## src/rtl/rc4_pkg.sv

```systemverilog
// Shared definitions for the RC4 key-scheduling engine: state encoding and sizing limits.
package rc4_pkg;
  localparam int MAX_KEY_LENGTH = 32;
  localparam int MAX_RD_LATENCY = 3;
  localparam int KIDX_W = $clog2(MAX_KEY_LENGTH);

  localparam logic [3:0] ST_IDLE    = 4'd0;
  localparam logic [3:0] ST_FILL    = 4'd1;
  localparam logic [3:0] ST_ISSUE_I = 4'd2;
  localparam logic [3:0] ST_WAIT_I  = 4'd3;
  localparam logic [3:0] ST_ISSUE_J = 4'd4;
  localparam logic [3:0] ST_WAIT_J  = 4'd5;
  localparam logic [3:0] ST_WR_J    = 4'd6;
  localparam logic [3:0] ST_WR_I    = 4'd7;
  localparam logic [3:0] ST_DONE    = 4'd8;

  typedef enum logic [3:0] {
    IDLE    = ST_IDLE,
    FILL    = ST_FILL,
    ISSUE_I = ST_ISSUE_I,
    WAIT_I  = ST_WAIT_I,
    ISSUE_J = ST_ISSUE_J,
    WAIT_J  = ST_WAIT_J,
    WR_J    = ST_WR_J,
    WR_I    = ST_WR_I,
    DONE    = ST_DONE
  } ksa_state_e;
endpackage

```

## src/rtl/rc4_key_byte_mux.sv

```systemverilog
// Selects key byte kidx (byte 0 is the most significant) and fits it to the state width.
module rc4_key_byte_mux
  import rc4_pkg::*;
#(
  parameter int KEY_LENGTH = 3,
  parameter int STATE_W    = 8
) (
  input  logic [8*KEY_LENGTH-1:0] i_secret_key,
  input  logic [KIDX_W-1:0]       i_kidx,
  output logic [STATE_W-1:0]      o_key_byte
);
  logic [7:0] w_byte;

  always_comb begin
    w_byte = '0;
    for (int k = 0; k < KEY_LENGTH; k++) begin
      if (i_kidx == KIDX_W'(k)) w_byte = i_secret_key[8*(KEY_LENGTH-1-k) +: 8];
    end
  end

  if (STATE_W >= 8) begin : g_ext
    assign o_key_byte = STATE_W'(w_byte);
  end else begin : g_trunc
    assign o_key_byte = w_byte[STATE_W-1:0];
  end
endmodule

```

## src/rtl/rc4_ksa_engine.sv

```systemverilog
// RC4 key scheduling over a single-port state RAM: optional identity fill, then the j-swap pass.
module rc4_ksa_engine
  import rc4_pkg::*;
#(
  parameter int KEY_LENGTH = 3,
  parameter int STATE_W    = 8,
  parameter int RD_LATENCY = 1
) (
  input  logic                    clk,
  input  logic                    reset_n,
  input  logic                    start,
  input  logic                    do_init,
  input  logic [8*KEY_LENGTH-1:0] secret_key,
  output logic                    busy,
  output logic                    done,
  output logic [STATE_W-1:0]      address,
  output logic [STATE_W-1:0]      data,
  output logic                    wren,
  input  logic [STATE_W-1:0]      q
);
  logic [3:0]         r_state;
  logic [STATE_W-1:0] r_i;
  logic [STATE_W-1:0] r_j;
  logic [STATE_W-1:0] r_si;
  logic [STATE_W-1:0] r_sj;
  logic [KIDX_W-1:0]  r_kidx;
  logic [1:0]         r_wait;

  logic [STATE_W-1:0] w_key;
  logic [STATE_W-1:0] w_j_new;
  logic               w_last_wait;
  logic               w_i_last;
  logic               w_kidx_last;

  rc4_key_byte_mux #(.KEY_LENGTH(KEY_LENGTH), .STATE_W(STATE_W)) u_key_mux (
    .i_secret_key (secret_key),
    .i_kidx       (r_kidx),
    .o_key_byte   (w_key)
  );

  // j_new uses q directly so the ISSUE_J address is already valid on entry to that state
  assign w_j_new     = r_j + q + w_key;
  assign w_last_wait = (r_wait == 2'(RD_LATENCY - 1));
  assign w_i_last    = &r_i;
  assign w_kidx_last = (r_kidx == KIDX_W'(KEY_LENGTH - 1));

  // Outputs are loaded on the transition into the state that presents them
  always_ff @(posedge clk) begin
    if (!reset_n) begin
      r_state <= ST_IDLE;
      busy    <= 1'b0;
      done    <= 1'b0;
      wren    <= 1'b0;
      address <= '0;
      data    <= '0;
      r_i     <= '0;
      r_j     <= '0;
      r_kidx  <= '0;
      r_wait  <= '0;
    end else begin
      case (r_state)
        ST_IDLE, ST_DONE: begin
          if (start) begin
            r_i     <= '0;
            r_j     <= '0;
            r_kidx  <= '0;
            r_wait  <= '0;
            done    <= 1'b0;
            busy    <= 1'b1;
            address <= '0;
            data    <= '0;
            if (do_init) begin
              wren    <= 1'b1;
              r_state <= ST_FILL;
            end else begin
              r_state <= ST_ISSUE_I;
            end
          end
        end
        ST_FILL: begin
          if (w_i_last) begin
            r_i     <= '0;
            address <= '0;
            data    <= '0;
            wren    <= 1'b0;
            r_state <= ST_ISSUE_I;
          end else begin
            r_i     <= r_i + STATE_W'(1);
            address <= r_i + STATE_W'(1);
            data    <= r_i + STATE_W'(1);
          end
        end
        ST_ISSUE_I: begin
          r_wait  <= '0;
          r_state <= ST_WAIT_I;
        end
        ST_WAIT_I: begin
          if (w_last_wait) begin
            r_si    <= q;
            r_j     <= w_j_new;
            address <= w_j_new;
            r_state <= ST_ISSUE_J;
          end else begin
            r_wait <= r_wait + 2'd1;
          end
        end
        ST_ISSUE_J: begin
          r_wait  <= '0;
          r_state <= ST_WAIT_J;
        end
        ST_WAIT_J: begin
          if (w_last_wait) begin
            r_sj    <= q;
            address <= r_j;
            data    <= r_si;
            wren    <= 1'b1;
            r_state <= ST_WR_J;
          end else begin
            r_wait <= r_wait + 2'd1;
          end
        end
        ST_WR_J: begin
          address <= r_i;
          data    <= r_sj;
          r_state <= ST_WR_I;
        end
        ST_WR_I: begin
          wren <= 1'b0;
          data <= '0;
          if (w_i_last) begin
            address <= '0;
            busy    <= 1'b0;
            done    <= 1'b1;
            r_state <= ST_DONE;
          end else begin
            r_i     <= r_i + STATE_W'(1);
            address <= r_i + STATE_W'(1);
            r_kidx  <= w_kidx_last ? '0 : r_kidx + KIDX_W'(1);
            r_state <= ST_ISSUE_I;
          end
        end
        default: r_state <= ST_IDLE;
      endcase
    end
  end
endmodule

```

## config.mk

```make
export PLATFORM = sky130hd
export DESIGN_NAME = rc4_ksa_engine
export DESIGN_NICKNAME = d
export VERILOG_FILES = /design/src/rtl/rc4_pkg.sv /design/src/rtl/rc4_key_byte_mux.sv /design/src/rtl/rc4_ksa_engine.sv
export SDC_FILE = /design/constraint.sdc
export NUM_CORES = 1
export LEC_CHECK = 0
export ABC_AREA = 1
export BUFFER_PORTS_ARGS = -buffer_cell sky130_fd_sc_hd__buf_2
export CORE_MARGIN = 3
export CORE_UTILIZATION = 55
export DETAILED_ROUTE_END_ITERATION = 8
export GPL_TIMING_DRIVEN = 0
export PLACE_DENSITY = 0.77
export SYNTH_ARGS = -nofsm -noshare
export SYNTH_HDL_FRONTEND = slang
export SYNTH_SLANG_ARGS = --single-unit
```

## constraint.sdc

```tcl
create_clock -name clk -period 9.7 [get_ports clk]
set_input_delay 1.455 -clock clk [delete_from_list [all_inputs] [get_ports clk]]
set_output_delay 1.455 -clock clk [all_outputs]
set_load 0.005 [all_outputs]
```

* After elaboration in Yosys (flattened, before gate mapping) *
Cells that the tools add are included.
Widths: inputs -> output; s select.

word-level totals
  output and inout port bits = 19
  flip-flop bits (word level) = 62
  logic and storage cells = 98
  input bits = 36

operators by class
  reductions and logical operators = 26
  equality and inequality tests = 18
  muxes and demuxes = 37
  add/subtract/negate cells = 5

operator list
  operator             count
  $pmux 8 s5           2
  $mux 8               9
  $pmux 4 s8           1
  $pmux 8 s3           1
  $reduce_and 3->1     8
  $mux 4               5
  $add 8x8->8          2
  $eq 4x3->1 const B   4
  $ne 2x2->1 const B   8
  $pmux 8 s2           1
  $mux 5               3
  $pmux 5 s2           1
  $reduce_bool 5->1    2
  $add 8x1->8 const B  1
  $eq 4x2->1 const B   2
  $reduce_and 4->1     2
  $reduce_and 8->1     1
  $reduce_or 2->1      4
  $mux 1               7
  $mux 2               3
  $pmux 2 s3           1
  $reduce_bool 3->1    2
  $add 5x1->5 const B  1
  $eq 5x1->1 const B   1
  other kinds (12)     14

* Logic depth before layout (Yosys ltp) *
  word-level depth = 7
  depth in mapped cells = 22
  gate-level depth less buffers = 22

* Hierarchy *
From an unflattened synthesis, not the netlist that was laid out.

unflattened totals
  cells, all modules = 515
  area, all modules = 3774.9 sq um

by module, submodules not included
  module            sequential area each (sq um)  area an instance (sq um)  cells each  instances
  rc4_ksa_engine    1401.3                        3509.6                    473         1
  rc4_key_byte_mux  0.0                           265.3                     42          1

* Worst setup path after synthesis *
OpenSTA, ideal clock, no wires.

  path kind = input to register
  from = input secret_key[17]
  to = register address[5]
  path slack = 6.116 ns
  data arrival time = 3.451 ns
  data required time = 9.568 ns
  cell stages on the path = 13
  library setup time = 0.132 ns
  path buffers = 0
  path through = nand4_1 -> nand3_1 -> o21ai_0 -> fa_1 -> inv_1 -> ha_1 -> fa_1 -> nand3_1 -> nand2_1 -> o21ai_0 -> o21ai_0 -> o21ai_1 -> a21oi_1

on the way
  cells in the longest elaborated chain, start to end = 6

ends and longest elaborated chain
  element                 line                    source
  start: declaration      rc4_ksa_engine.sv:13    input logic [8*KEY_LENGTH-1:0] secret_key,
  $mux 8 (3 in series)    rc4_key_byte_mux.sv:17  if (i_kidx == KIDX_W'(k)) w_byte = i_secret_key[8*(KEY_LENGTH-1-k) +: 8];
  $add 8x8->8             rc4_ksa_engine.sv:42    assign w_j_new = r_j + q + w_key;
  $mux 8                  rc4_ksa_engine.sv:98    if (w_last_wait) begin
  $pmux 8 s5              rc4_ksa_engine.sv:61    case (r_state)
  end signal: assignment  rc4_ksa_engine.sv:101   address <= w_j_new;
  end signal: assignment  rc4_ksa_engine.sv:114   address <= r_j;
  end signal: assignment  rc4_ksa_engine.sv:123   address <= r_i;
  end: declaration        rc4_ksa_engine.sv:16    output logic [STATE_W-1:0] address,

No other way between the ends. The select of a mux whose other input is x is not followed.
A chain may end at the register's enable or synchronous reset.

* Worst setup path after layout *
Ends and elaborated chain as after synthesis.

==> results.py <==
metrics = {
    "worst_setup_path": {
        "setup.worst_path.end_class": "register",
        "critical_path_peak_fanout": 4,
        "start_kind": "primary input",
        "critPathKind": "primary input to register",
        "crit_arrival_ps": 3810,
        "crit_required_ps": 9910,
    },
    "finish": {
        "area_growth_pct": 14.9,
        "final_cell_area_sq_um": 4190,
        "drive_above_1_share": 0.205,
        "diodes": 0,
        "final_cells": 633,
        "utilization": 0.656,
        "nNetsFinal": 607,
    },
    "power": {
        "ir_worst_vdd_mv": 0.255,
        "p_clk_frac": 0.169,
        "switchingPower_mw": 0.584,
        "sw_frac_of_total": 0.472,
        "power_frac_seq": 0.273,
        "combPwrFrac": 0.559,
        "intPower_mw": 0.652,
        "power.total_mw": 1.24,
        "cellLeakagePower_nw": 1.84,
        "powerDensity_nw_per_um2": 295,
    },
    "die": {
        "ios": 55,
        "die_w_um": 87.4,
        "start_util": 0.570,
        "dieHeight_um": 87.4,
        "rows": 29,
        "die_area_sq_um": 7630,
        "design.core.area_sq_um": 6390,
    },
    "global_routing": {
        "grt_usage": 0.262,
        "grt_pass1_wl_um": 15300,
        "grt_max_degree": 12,
        "grt_pass1_vias": 3370,
        "overflow": 0,
        "antenna_found_initial": 0,
    },
    "sta": {
        "setup_violations": 0,
        "finalCritPeriodShare": 0.371,
        "fmax_mhz": 278,
        "min_period_ps": 3590,
        "hold_viol": 0,
        "hold_ws_ps": 457,
        "slew_violations": 0,
        "setup_ws_ps": 6110,
        "slew_headroom": 0.0772,
        "setup_tns_ps": 0,
        "tightest_slew_ps": 1370,
        "rsz0062_at_grt": "no",
        "finClkSkew_ps": 9.93,
    },
    "place": {
        "dp_slack_ps": 5760,
        "dp.cells": 617,
        "hpwl_um": 7280,
        "gp_congestion": 0.928,
        "io_buffers": 54,
        "dpl_cell_area_sq_um": 4010,
    },
    "logic_synthesis": {
        "yosysMostFrequentCell": "nand2_1",
        "synth_seq_area_share": 0.385,
        "ys_top_cells_by_area": "dfxtp_1 25%, nand2_1 13%, edfxtp_1 13%",
        "netlist_instances": 486,
        "synth_async_sr_flop_share": 0,
        "synth_cell_types": 42,
        "synth_top_area_frac": 0.253,
        "synthFlopType": "dfxtp_1",
        "synth_commonest_cells": "130 x nand2_1, 53 x a21oi_1, 46 x dfxtp_1, 45 x inv_1, 32 x nor2_1",
        "synth-seq-cells": 62,
        "syn_area_sq_um": 3640,
        "avgSynthCellArea_sq_um": 7.49,
        "syn_nets": 542,
        "synth_largest_area_cell": "dfxtp_1",
        "synth_edf_count": 16,
        "synth_warnings": 0,
    },
    "clock_tree": {
        "root_buffer": "clkbuf_8",
        "post_cts_buffers": 0,
        "ctsResizeCount": 0,
        "cts_buffer_depth": 2,
        "cts_hold_buf": 0,
        "path_clk_slew_ps": 70,
        "numCtsBuffers": 9,
        "cts.sinks": 62,
        "cts_tree": "done",
        "htreeDepth": 3,
        "clock_latency_ps": 350,
    },
    "routing": {
        "dr.pass1.iters": 4,
        "antenna_left": 0,
        "drc": 0,
        "vias": 3463,
        "drt-vias-per-instance": 5.47,
        "drt-total-wl_um": 9170,
        "drt_iter0_drc": 282,
        "wl_per_cell_um": 14.5,
    },
    "hold_path": {
        "hp-class": "register to register",
    },
    "job": {
        "maxCapViolCount": 0,
    },
    "status": {
        "outcome": "complete, no violations",
    },
}
## worst paths after layout
check	depth (start not counted)	slack (ps)	startpoint	endpoint
worst max-delay path	14	6110	secret_key[17]	address[5]
worst min-delay path	2	460	data[6]	data[6]
worst max register to register	17	6150	r_kidx[0]	address[5]
worst min register to register	2	460	data[6]	data[6]
## kinds of logic (layout without fill, tap and decap cells)
logic type | count (synthesis) | count (layout) | share of synthesized area
DFF | 62 | 62 | 0.385
adders and majority gates | 20 | 20 | 0.0852
and+or+nand+nor | 227 | 227 | 0.289
AOI/OAI and AO/OA | 100 | 100 | 0.153
xor gates and xnor gates | 5 | 5 | 0.0120
buffers and inverters | 72 | 142 | 0.0766
## power by group through the flow
stage               clock (mW)  combinational, mW  sequential (mW)
finish                   0.208              0.691            0.337
global placement             0              0.657            0.340
global route             0.220              0.800            0.343
CTS                      0.208              0.691            0.337
floorplan                    0              0.531            0.335
detailed placement           0              0.687            0.342
## state kept, by name (all words and copies together) (netlist names)
register	flops
wren	1
busy	1
done	1
address	8
r_si	8
r_j	8
r_kidx	5
r_wait	2
r_sj	8
data	8
r_state	4
r_i	8
## layout by cell type, fill, tap and decap left out, types with 2 or more instances in the layout
master     Yosys  routed
nand2_1      130     130
nor2_1        32      32
nand3_2        5       5
nand3_1       24      24
inv_4          1       2
fa_1           8       8
xor2_1         4       4
nand2_4        2       2
ha_1          12      12
nand3b_1       2       2
inv_1         45      45
o21ai_1        7       7
clkbuf_8       0      11
nor2_2         6       6
a21oi_1       53      53
clkinv_2       1       2
dfxtp_1       46      46
inv_2         15      15
o211ai_1       2       2
o2111ai_1      3       3
edfxtp_1      16      16
nor3_1         5       5
clkbuf_1       4       6
o21ai_0       21      21
nand4_1       10      10
buf_2          4      58
nor2_4         5       5
a31oi_1        5       5
a211oi_1       2       2
nand2_2        3       3
## worst max-delay path, stage by stage
cell and delay [ps]:
buf_2 80, nand4_1 110, nand3_1 110, o21ai_0 120, fa_1 500, inv_1 40, ha_1 220, fa_1 430
nand3_1 110, nand2_1 70, o21ai_0 210, o21ai_0 120, o21ai_1 150, a21oi_1 80
## layout make-up
type / instances / area (sq um)
Multi-Input combinational cell: 352 / 1960
Clock inverter: 3 / 18.8
Sequential cell: 62 / 1400
Clock buffer: 13 / 159
Tap cell: 77 / 96.3
Fill cell: 576 / 2200
Timing Repair Buffer: 54 / 270
Buffer: 9 / 38.8
Inverter: 63 / 240
## layer usage
layer  wire (um)  share of wire  up-vias  GRT usage
met1        3990           0.44     1611      0.331
met2        4510           0.49       90      0.438
met5           0              0        -          0
met4         244          0.027        0      0.100
li1            -              -     1741          -
met3         427          0.047       21     0.0530
(Power assumes the default switching activity.)
